$ cat config.mk
export PLATFORM = sky130hd
export DESIGN_NAME = latch_write_ctrl
export DESIGN_NICKNAME = d
export VERILOG_FILES = /design/src/rtl/latch_ctrl_pkg.sv /design/src/rtl/latch_phase_timer.sv /design/src/rtl/latch_write_ctrl.sv
export SDC_FILE = /design/constraint.sdc
export NUM_CORES = 1
export LEC_CHECK = 0
export CAP_MARGIN = 20
export CORE_UTILIZATION = 45
export CTS_BUF_LIST = sky130_fd_sc_hd__clkbuf_2
export CTS_CLUSTER_DIAMETER = 40
export DETAILED_ROUTE_END_ITERATION = 6
export GPL_TIMING_DRIVEN = 1
export PLACE_DENSITY = 0.92
export SLEW_MARGIN = 20
export SYNTH_ARGS = -nofsm -noshare
export SYNTH_HDL_FRONTEND = slang
export SYNTH_SLANG_ARGS = --single-unit
$ cat constraint.sdc
create_clock -name clk -period 1.4 [get_ports clk]
set_input_delay 0.28 -clock clk [delete_from_list [all_inputs] [get_ports clk]]
set_output_delay 0.28 -clock clk [all_outputs]
set_load 0.01 [all_outputs]
$ cat src/rtl/latch_ctrl_pkg.sv
// Shared definitions for the latch write controller: FSM state encoding and
// the phase-counter width helper.
package latch_ctrl_pkg;

    localparam int STATE_W = 3;

    typedef enum logic [STATE_W-1:0] {
        IDLE  = 3'd0,
        SETUP = 3'd1,
        PULSE = 3'd2,
        HOLD  = 3'd3,
        CHECK = 3'd4
    } state_t;

    // The timer is loaded with (phase length - 1), so it must hold max-1.
    function automatic int cnt_w(input int setup_cyc, input int pulse_cyc, input int hold_cyc);
        int m;
        m = setup_cyc;
        if (pulse_cyc > m) m = pulse_cyc;
        if (hold_cyc > m)  m = hold_cyc;
        return (m <= 2) ? 1 : $clog2(m);
    endfunction

endpackage

$ cat src/rtl/latch_phase_timer.sv
// Loadable down-counter that times each write phase; o_zero flags the last
// cycle of the current phase.
module latch_phase_timer #(
    parameter int W = 1
) (
    input  logic         clk,
    input  logic         rst_n,
    input  logic         i_load,
    input  logic [W-1:0] i_load_val,
    output logic         o_zero
);

    logic [W-1:0] r_cnt;

    // NOTE: sequential state uses non-blocking assignments so every register
    // samples pre-edge values regardless of process evaluation order.
    always_ff @(posedge clk or negedge rst_n) begin
        if (!rst_n) begin
            r_cnt <= '0;
        end else if (i_load) begin
            r_cnt <= i_load_val;
        end else if (r_cnt != '0) begin
            r_cnt <= r_cnt - W'(1);
        end
    end

    assign o_zero = (r_cnt == '0);

endmodule

$ cat src/rtl/latch_write_ctrl.sv
// Sequences setup / enable-pulse / hold windows for writes into a bank of
// gated D latches. Optional readback check enabled by LATCH_READBACK_EN.
module latch_write_ctrl
    import latch_ctrl_pkg::*;
#(
    parameter  int WIDTH     = 8,
    parameter  int DEPTH     = 4,
    parameter  int SETUP_CYC = 1,
    parameter  int PULSE_CYC = 2,
    parameter  int HOLD_CYC  = 1,
    localparam int AW        = (DEPTH > 1) ? $clog2(DEPTH) : 1
) (
    input  logic             clk,
    input  logic             rst_n,
    input  logic             wr_valid,
    output logic             wr_ready,
    input  logic [AW-1:0]    wr_addr,
    input  logic [WIDTH-1:0] wr_data,
    output logic [WIDTH-1:0] latch_d,
    output logic [DEPTH-1:0] latch_en,
    output logic             busy,
    output logic             done,
`ifdef LATCH_READBACK_EN
    output logic [AW-1:0]    rd_addr,
    input  logic [WIDTH-1:0] latch_q,
    output logic             rb_err,
`endif
    output logic             addr_err
);

    localparam int CW = cnt_w(SETUP_CYC, PULSE_CYC, HOLD_CYC);

    state_t           r_state;
    state_t           w_next;
    logic [AW-1:0]    r_addr;
    logic             r_addr_bad;
    logic [WIDTH-1:0] r_latch_d;
    logic [DEPTH-1:0] r_en;
    logic [DEPTH-1:0] w_en_next;
    logic             r_busy;
    logic             r_ready;
    logic             r_done;
    logic             w_done_next;
    logic             r_addr_err;
    logic             w_addr_err_next;
    logic             r_rb_err;
    logic             w_rb_err_next;
    logic             w_accept;
    logic             w_addr_ok;
    logic             w_load;
    logic [CW-1:0]    w_load_val;
    logic             w_zero;

    assign w_accept  = wr_valid && r_ready;
    assign w_addr_ok = (32'(wr_addr) < 32'(DEPTH));

    latch_phase_timer #(
        .W (CW)
    ) u_timer (
        .clk        (clk),
        .rst_n      (rst_n),
        .i_load     (w_load),
        .i_load_val (w_load_val),
        .o_zero     (w_zero)
    );

    // NOTE: every output of this block gets a default first, so no path can
    // leave a variable unassigned and infer a latch.
    always_comb begin
        w_next          = r_state;
        w_load          = 1'b0;
        w_load_val      = '0;
        w_en_next       = r_en;
        w_done_next     = 1'b0;
        w_addr_err_next = 1'b0;
        w_rb_err_next   = 1'b0;
        case (r_state)
            IDLE: begin
                if (w_accept) begin
                    w_next     = SETUP;
                    w_load     = 1'b1;
                    w_load_val = CW'(SETUP_CYC - 1);
                end
            end
            SETUP: begin
                if (w_zero) begin
                    w_next     = PULSE;
                    w_load     = 1'b1;
                    w_load_val = CW'(PULSE_CYC - 1);
                    w_en_next  = r_addr_bad ? '0 : (DEPTH'(1) << r_addr);
                end
            end
            PULSE: begin
                if (w_zero) begin
                    w_next     = HOLD;
                    w_load     = 1'b1;
                    w_load_val = CW'(HOLD_CYC - 1);
                    w_en_next  = '0;
                end
            end
            HOLD: begin
                if (w_zero) begin
`ifdef LATCH_READBACK_EN
                    if (r_addr_bad) begin
                        w_next          = IDLE;
                        w_done_next     = 1'b1;
                        w_addr_err_next = 1'b1;
                    end else begin
                        w_next = CHECK;
                    end
`else
                    w_next          = IDLE;
                    w_done_next     = 1'b1;
                    w_addr_err_next = r_addr_bad;
`endif
                end
            end
`ifdef LATCH_READBACK_EN
            CHECK: begin
                w_next        = IDLE;
                w_done_next   = 1'b1;
                w_rb_err_next = (latch_q != r_latch_d);
            end
`endif
            default: begin
                w_next    = IDLE;
                w_en_next = '0;
            end
        endcase
    end

    // Reset drops latch_en immediately even mid-pulse; the addressed word is
    // then left undefined, which is acceptable to the latch bank owner.
    always_ff @(posedge clk or negedge rst_n) begin
        if (!rst_n) begin
            r_state    <= IDLE;
            r_addr     <= '0;
            r_addr_bad <= 1'b0;
            r_latch_d  <= '0;
            r_en       <= '0;
            r_busy     <= 1'b0;
            r_ready    <= 1'b0;
            r_done     <= 1'b0;
            r_addr_err <= 1'b0;
            r_rb_err   <= 1'b0;
        end else begin
            r_state    <= w_next;
            r_en       <= w_en_next;
            r_busy     <= (w_next != IDLE);
            r_ready    <= (w_next == IDLE);
            r_done     <= w_done_next;
            r_addr_err <= w_addr_err_next;
            r_rb_err   <= w_rb_err_next;
            if (w_accept) begin
                r_addr     <= wr_addr;
                r_addr_bad <= !w_addr_ok;
                r_latch_d  <= wr_data;
            end
        end
    end

    assign wr_ready = r_ready;
    assign latch_d  = r_latch_d;
    assign latch_en = r_en;
    assign busy     = r_busy;
    assign done     = r_done;
    assign addr_err = r_addr_err;
`ifdef LATCH_READBACK_EN
    assign rd_addr  = r_addr;
    assign rb_err   = r_rb_err;
`endif

endmodule
* Word-level counts from Yosys, hierarchy flattened
Cells that the tools add are included.
Operators by class: mux-type cells 15, bitwise gates (word level) 1, $add $sub $neg 1, multiply operators 0, divide/modulo/power cells 0, equal/unequal tests 5, reduce and logical (&&, ||, !) cells 7, shifts and indexed selects 1, magnitude comparators 0
Operators with widths (number):
- 3-bit two-way mux | 4
- 3-bit case mux with 4 select lines | 1
- 4-bit case mux with 3 select lines | 1
- 4-bit two-way mux | 2
- 3-bit by 2-bit equality test with 1-bit output (second input constant) | 2
- 3-bit zero test | 2
- 1-bit two-way mux | 6
- 2-bit != test (second input constant) | 2
- 2-bit OR reduction | 2
- 1-bit by 2-bit left shift with 4-bit output (first input constant) | 1
- 3-bit by 1-bit equality test with 1-bit output (second input constant) | 1
- 3-bit AND reduction | 1
- 3-bit nonzero test | 1
- 1-bit case mux with 2 select lines | 1
- 1-bit logical AND | 1
- 1-bit NOT | 1
- 1-bit subtractor (second input constant) | 1
Word-level totals: output and inout bits 16, bits in latches 0, memories kept 0, flip-flop bits (word level) 21, memory bits (writable) 0, ROM bits 0, logic and storage cells 38, bits of input ports 13

* Longest topological paths before layout
Gate-level depths: netlist (run 1).
depth after elaboration 4, gate-level depth with buffers 3, mapped depth without buffers 3

* Cells and area by module
Synthesis (run 1) repeated with hierarchy kept, for this count alone.
Unflattened totals: cell total of the unflattened synthesis 60, area total of the unflattened synthesis 834.6 sq um
By module, submodules not included:
- latch_write_ctrl | sequential area each 500.5 sq um, cells an instance 57, area an instance 799.5 sq um, times used 1
- latch_phase_timer | sequential area each 25.0 sq um, cells an instance 3, area an instance 35.0 sq um, times used 1

* Worst setup path after synthesis (run 1)
Ideal clock, no wire load.
kind register to register, start reg r_ready (netlist: wr_ready), end reg r_latch_d[0] (netlist: latch_d[0]), buffers on the path 1, arrival 1.025 ns, library setup time 0.125 ns, required time 1.275 ns, cell stages (with the launch flop) 4, slack 0.250 ns, period minus slack after synthesis 1.150 ns, cell sequence dfrtp_1 -> nand2_1 -> buf_2 -> mux2_2
On the way: longest elaborated chain between the ends 1
Ends and longest elaborated chain:
- from (decl) | line latch_write_ctrl.sv:41 | logic r_ready;
- from (signal assigned) | line latch_write_ctrl.sv:150 | r_ready <= (w_next == IDLE);
- 1-bit logical AND | line latch_write_ctrl.sv:54 | assign w_accept = wr_valid && r_ready;
- to (signal assigned) | line latch_write_ctrl.sv:157 | r_latch_d <= wr_data;
- to (decl) | line latch_write_ctrl.sv:37 | logic [WIDTH-1:0] r_latch_d;
No other way between the ends. A chain may end at the register's enable or synchronous reset.

* Worst setup path after layout (run 1)
start reg r_latch_d[7] (netlist: latch_d[7]), end out latch_d[7]
RTL lines:
- to (decl) | line latch_write_ctrl.sv:19 | output logic [WIDTH-1:0] latch_d,
No word-level cell between the ends.

==> results of run 1 <==
## layout make-up
class | instances | area (µm²)
Sequential cell | 21 | 525.5
Fill cell | 120 | 550.5
Clock buffer | 3 | 15.01
Clock inverter | 1 | 5.005
Inverter | 3 | 11.26
Multi-Input combinational cell | 32 | 272.8
Tap cell | 25 | 31.28
Timing Repair Buffer | 33 | 296.5
## cell usage after synthesis
| cell | number | area (µm²) |
|---|---|---|
| a211oi_1 | 1 | 7.510 |
| mux2_2 | 7 | 78.83 |
| mux2_1 | 3 | 33.78 |
| conb_1 | 1 | 3.750 |
| buf_4 | 1 | 7.510 |
| dfrtp_1 | 21 | 525.5 |
| nor2b_1 | 2 | 12.51 |
| nand2_1 | 3 | 11.26 |
| o31a_1 | 1 | 8.760 |
| and3b_1 | 1 | 8.760 |
| xnor2_1 | 1 | 8.760 |
| buf_2 | 1 | 5.000 |
| o2bb2ai_1 | 2 | 17.52 |
| a21oi_1 | 1 | 5.000 |
| a211o_1 | 1 | 8.760 |
| xor2_1 | 1 | 8.760 |
| inv_2 | 1 | 3.750 |
| nor4b_4 | 1 | 23.77 |
| inv_1 | 2 | 7.510 |
| a32o_1 | 2 | 20.02 |
| nor2_1 | 3 | 11.26 |
## power by group
group	switching, mW	internal [mW]	total, mW
Combinational	0.275	0.363	0.639
Sequential	0.139	0.774	0.912
Clock	0.176	0.0647	0.240
## cell families (layout without fill, tap and decap cells)
family | count (synthesis) | count (layout) | synth area share [%]
DFF | 21 | 21 | 64.22
muxes | 10 | 10 | 13.76
and+or+nand+nor | 10 | 10 | 8.256
AOI/OAI and AO/OA | 8 | 8 | 8.258
buffers and inverters | 5 | 40 | 2.905
xor gates and xnor gates | 2 | 2 | 2.141
other | 1 | 2 | 0.4583
## routing by layer
layer | global-route usage [%] | vias up | part of all wire (%)
met5 | 0 | - | 0
met4 | 7.273 | 0 | 1.6
met3 | 6.531 | 3 | 8.0
met2 | 30.00 | 25 | 52
met1 | 20.33 | 270 | 38
li1 | - | 267 | -
## per-stage QoR
stage / cells / instance area (µm²) / hold slack (ps) / power [mW]
floorplan: 58 / 822.0 / -15.59 / 1.261
global placement: 111 / 1134 / 475.2 / 1.599
detailed placement: 111 / 1134 / 476.5 / 1.636
CTS: 118 / 1157 / 256.2 / 1.812
global route: 118 / 1157 / 247.6 / 1.919
finish: 118 / 1157 / 262.3 / 1.792
## flip-flops by register name, summed over array words and instances (netlist names)
| register | flops |
|---|---|
| done | 1 |
| latch_d | 8 |
| wr_ready | 1 |
| u_timer.r_cnt | 1 |
| r_state | 3 |
| r_addr | 2 |
| busy | 1 |
| latch_en | 4 |
## timing repair
item	in CTS	in global routing
setup buffers	3	0
gates resized for setup	15	0
setup endpoints to repair	15	0
## worst min path at each step
stage / to / slack [ps] / cells past startpoint
after global placement: latch_en[0] / 480 / 1
after global routing: latch_d[2] / 250 / 2
after detailed placement: latch_en[0] / 480 / 1
final: u_timer.r_cnt / 260 / 2
after floorplan: busy / -20 / 0
after CTS: latch_d[3] / 260 / 2
==> impl_metrics.tcl, run 1 <==
set metrics [dict create \
    numCtsBuffers 3 \
    endpoint "latch_d[7]" \
    reg2reg_depth 3 \
    slowest_stage "dfrtp_1" \
    worst_ir_drop_vdd_uv 1074 \
    worstSetupStartpointType "flop" \
    max_freq_ghz 0.7663 \
    overflow 0 \
    fin_tns_setup_ps 0 \
    diodes 0 \
    cp.depth 1 \
    rsz0062_at_grt "no" \
    grt_pass1_vias 601 \
    hold_path.class "input port to async pin" \
    ys.warnings.count 0 \
    cts_hold_buf 0 \
    slowest_delay_ps 420 \
    syn-cell-area_um2 818.3 \
    chipHeight_um 44.64 \
    clock_latency_ps 320 \
    die_area_um2 1993 \
    final_cell_mix "21 x dfrtp_1, 15 x dlygate4sd2_1, 12 x clkdlybuf4s50_1, 7 x mux2_2, 6 x buf_4" \
    critPathRequiredTime_ps 1120 \
    outcome "finished, final reports clean" \
    crit_path_max_fanout 2 \
    ff2ff_setup_slack_ps 150 \
    worstSetupPathType "flop to primary output" \
    power_density_nw_per_um2 1548 \
    cap_violations 0 \
    syn_inst 57 \
    tritoncts "built" \
    clock-sinks 21 \
    layout_commonest_cell "dfrtp_1" \
    cts_max_level 1 \
    layout.nets 107 \
    reg2reg_to "latch_en[1]" \
    ys_types 21 \
    grt_usage_pct 17.76 \
    ys_seq_area_share_pct 64.22 \
    start_util_pct 47.91 \
    reg2reg_from "r_state[1]" \
    drt_iter0_drc 4 \
    die_w_um 44.64 \
    critical_path.startpoint "latch_d[7]" \
    crit_chain "dlygate4sd2_1" \
    drv_slew 0 \
    path_delay_family "flip-flops" \
    fin_crit_sh_pct 93.22 \
    vias 565 \
    hold_violations 0 \
    min_period_ps 1305 \
    final_util_pct 67.77 \
    worst-path-buf-inv 1 \
    end_kind "primary output" \
    worst_slack_ps 94.97 \
    pin_count 29 \
    fin_skew_ps 4.209 \
    grt_pass1_wl_mm 2.484 \
    drive_gt1_share_pct 20.43 \
    pre_cts_ws_ps -41.02 \
    cts_buffer_depth 2 \
    antenna_found_initial 0 \
    gp_congestion 0.6663 \
    routed_wl_mm 1.458 \
    grt_max_degree 22 \
    p_leak_nw 0.5591 \
    setup_viol 0 \
    cts_root_buf "clkbuf_2" \
    drc 0 \
    drt_first_pass_iters 2 \
    path_clk_slew_ps 180 \
    rows 15 \
    io_buffers 27 \
    routedWlPerCell_um 12.36 \
    ys_ff_latch 21 \
    core_um2 1708 \
    antenna_left 0 \
    syn_to_final_growth_pct 41.44 \
    hpwlAfterDp_mm 1.115 \
    syn_avg_cell_area_um2 14.36 \
    avgViaCountPerCell 4.788 \
    arrival_ps 1030 \
]
Note: power is estimated with default switching activity, not from simulation.
==> run 2, diff against run 1 <==
- PLACE_DENSITY: 0.92 -> 0.8
==> run 2 against run 1 <==
Net effect: first-iteration DRC count decreased by 25%; design area increased by 1.7%; global-route usage decreased by 0.38 points; via count increased by 3.7%; critical path type unchanged; critical endpoint is now latch_d[3].
==> impl_metrics.tcl, run 2 (same netlist as run 1, synthesis figures left out) <==
set metrics [dict create \
    final_cell_mix "21 x dfrtp_1, 15 x dlygate4sd2_1, 12 x clkdlybuf4s50_1, 7 x mux2_2, 6 x buf_4" \
    avgViaCountPerCell 4.924 \
    slowest_stage "dfrtp_1" \
    numCtsBuffers 3 \
    crit_chain "dlygate4sd2_1" \
    pre_cts_ws_ps -48.51 \
    grt_usage_pct 17.39 \
    clock-sinks 21 \
    cts_max_level 1 \
    antenna_found_initial 0 \
    drt_iter0_drc 3 \
    routed_wl_mm 1.479 \
    worstSetupStartpointType "flop" \
    chipHeight_um 44.64 \
    slowest_delay_ps 420 \
    path_delay_family "flip-flops" \
    hold_violations 0 \
    drt_first_pass_iters 4 \
    setup_viol 0 \
    hold_path.class "input port to async pin" \
    drv_slew 0 \
    core_um2 1708 \
    die_w_um 44.64 \
    swShare_pct 32.77 \
    tritoncts "built" \
    drc 0 \
    p_seq_share_pct 50.1 \
    overflow 0 \
    die_area_um2 1993 \
    combPwrFrac_pct 36.1 \
    worst_ir_drop_vdd_uv 941.0 \
    crit_path_max_fanout 2 \
    power.switching_mw 0.6000 \
    grt_max_degree 22 \
    nFillCells 129 \
    hpwlAfterDp_mm 1.089 \
    largest_reg_flops 8 \
    rows 15 \
    cap_violations 0 \
    fin_skew_ps 3.682 \
    cts_root_buf "clkbuf_2" \
    cts_buffer_depth 2 \
    fin_tns_setup_ps 0 \
    layout_commonest_cell "dfrtp_1" \
    max_freq_ghz 0.7639 \
    worst_slack_ps 90.97 \
    worstSetupPathType "flop to primary output" \
    min_period_ps 1309 \
    outcome "finished, final reports clean" \
    diodes 0 \
    p_leak_nw 0.5707 \
    path_clk_slew_ps 180 \
    grt_pass1_wl_mm 2.359 \
    end_kind "primary output" \
    drive_gt1_share_pct 21.28 \
    rsz0062_at_grt "no" \
    layout.nets 108 \
    vias 586 \
    worst-path-buf-inv 1 \
    antenna_left 0 \
    placed_cell_area_um2 1139 \
    arrival_ps 1030 \
    critPathRequiredTime_ps 1120 \
    finalPower_mw 1.831 \
    cts_hold_buf 0 \
    power_density_nw_per_um2 1555 \
    p_int_mw 1.231 \
    pin_count 29 \
    fin_crit_sh_pct 93.50 \
    grt_pass1_vias 527 \
    start_util_pct 47.91 \
    io_buffers 27 \
    routedWlPerCell_um 12.43 \
    pwr-share-clk_pct 13.9 \
    gp_congestion 0.6370 \
    clock_latency_ps 320 \
    fin_area_um2 1177 \
    syn_to_final_growth_pct 43.88 \
]
-- run 2: cell types whose count changed in the layout (fill, tap and decap cells not counted) --
cell and change:
buf_12 +1, clkbuf_2 +1, clkinv_2 -1
-- run 2: layout make-up --
| cell class | instances | area, µm² | share of cell area [%] |
|---|---|---|---|
| timing repair buffer | 34 | 316.6 | 26.89 |
| inverter | 3 | 11.26 | 0.9564 |
| clock buffer | 4 | 20.02 | 1.700 |
| sequential | 21 | 525.5 | 44.63 |
| multi-input combinational | 32 | 272.8 | 23.17 |
| tap | 25 | 31.28 | 2.657 |
-- run 2: metrics by stage --
stage	hold slack, ps	instances	utilization [%]
floorplan	-15.59	58	-
global placement	477.0	110	66.67
detailed placement	485.0	110	66.67
CTS	278.8	119	68.94
global route	278.9	119	68.94
finish	274.6	119	68.94
-- run 2: power by group through the flow --
stage / clock, mW / sequential, mW / combinational (mW)
6_report: 0.254 / 0.916 / 0.661
5_1_grt: 0.273 / 0.942 / 0.721
4_1_cts: 0.259 / 0.916 / 0.669
3_5_place_dp: 0 / 0.938 / 0.708
3_3_place_gp: 0 / 0.930 / 0.685
2_1_floorplan: 0 / 0.970 / 0.291
-- run 2: final timing paths --
kind / start / to / slack, ps / cells past startpoint
min in group clk: latch_d[2] / latch_d[2] / 510 / 1
worst min-delay path: rst_n / r_addr[0] / 270 / 2
worst min register to register: latch_d[2] / latch_d[2] / 510 / 1
worst max-delay path: latch_d[3] / latch_d[3] / 90 / 1
worst max register to register: r_state[1] / latch_en[1] / 150 / 3
max in group asynchronous: rst_n / latch_d[6] / 920 / 2
-- run 2: repair_timing --
item | CTS | global route
resized for setup | 15 | 0
buffers inserted | 5 | 0
setup endpoints to repair | 15 | 0
-- run 2: metal layers --
layer	vias up	routed length (µm)	GRT usage, %
li1	272	-	-
met4	0	46	12.73
met1	288	612	22.10
met5	-	0	0
met2	21	741	26.18
met3	5	79	3.673
==> run 3, diff against run 2 <==
- SLEW_MARGIN: 20 -> default
==> results of run 3 <==
The final DEF is identical to that of run 2; final timing and power are the same.
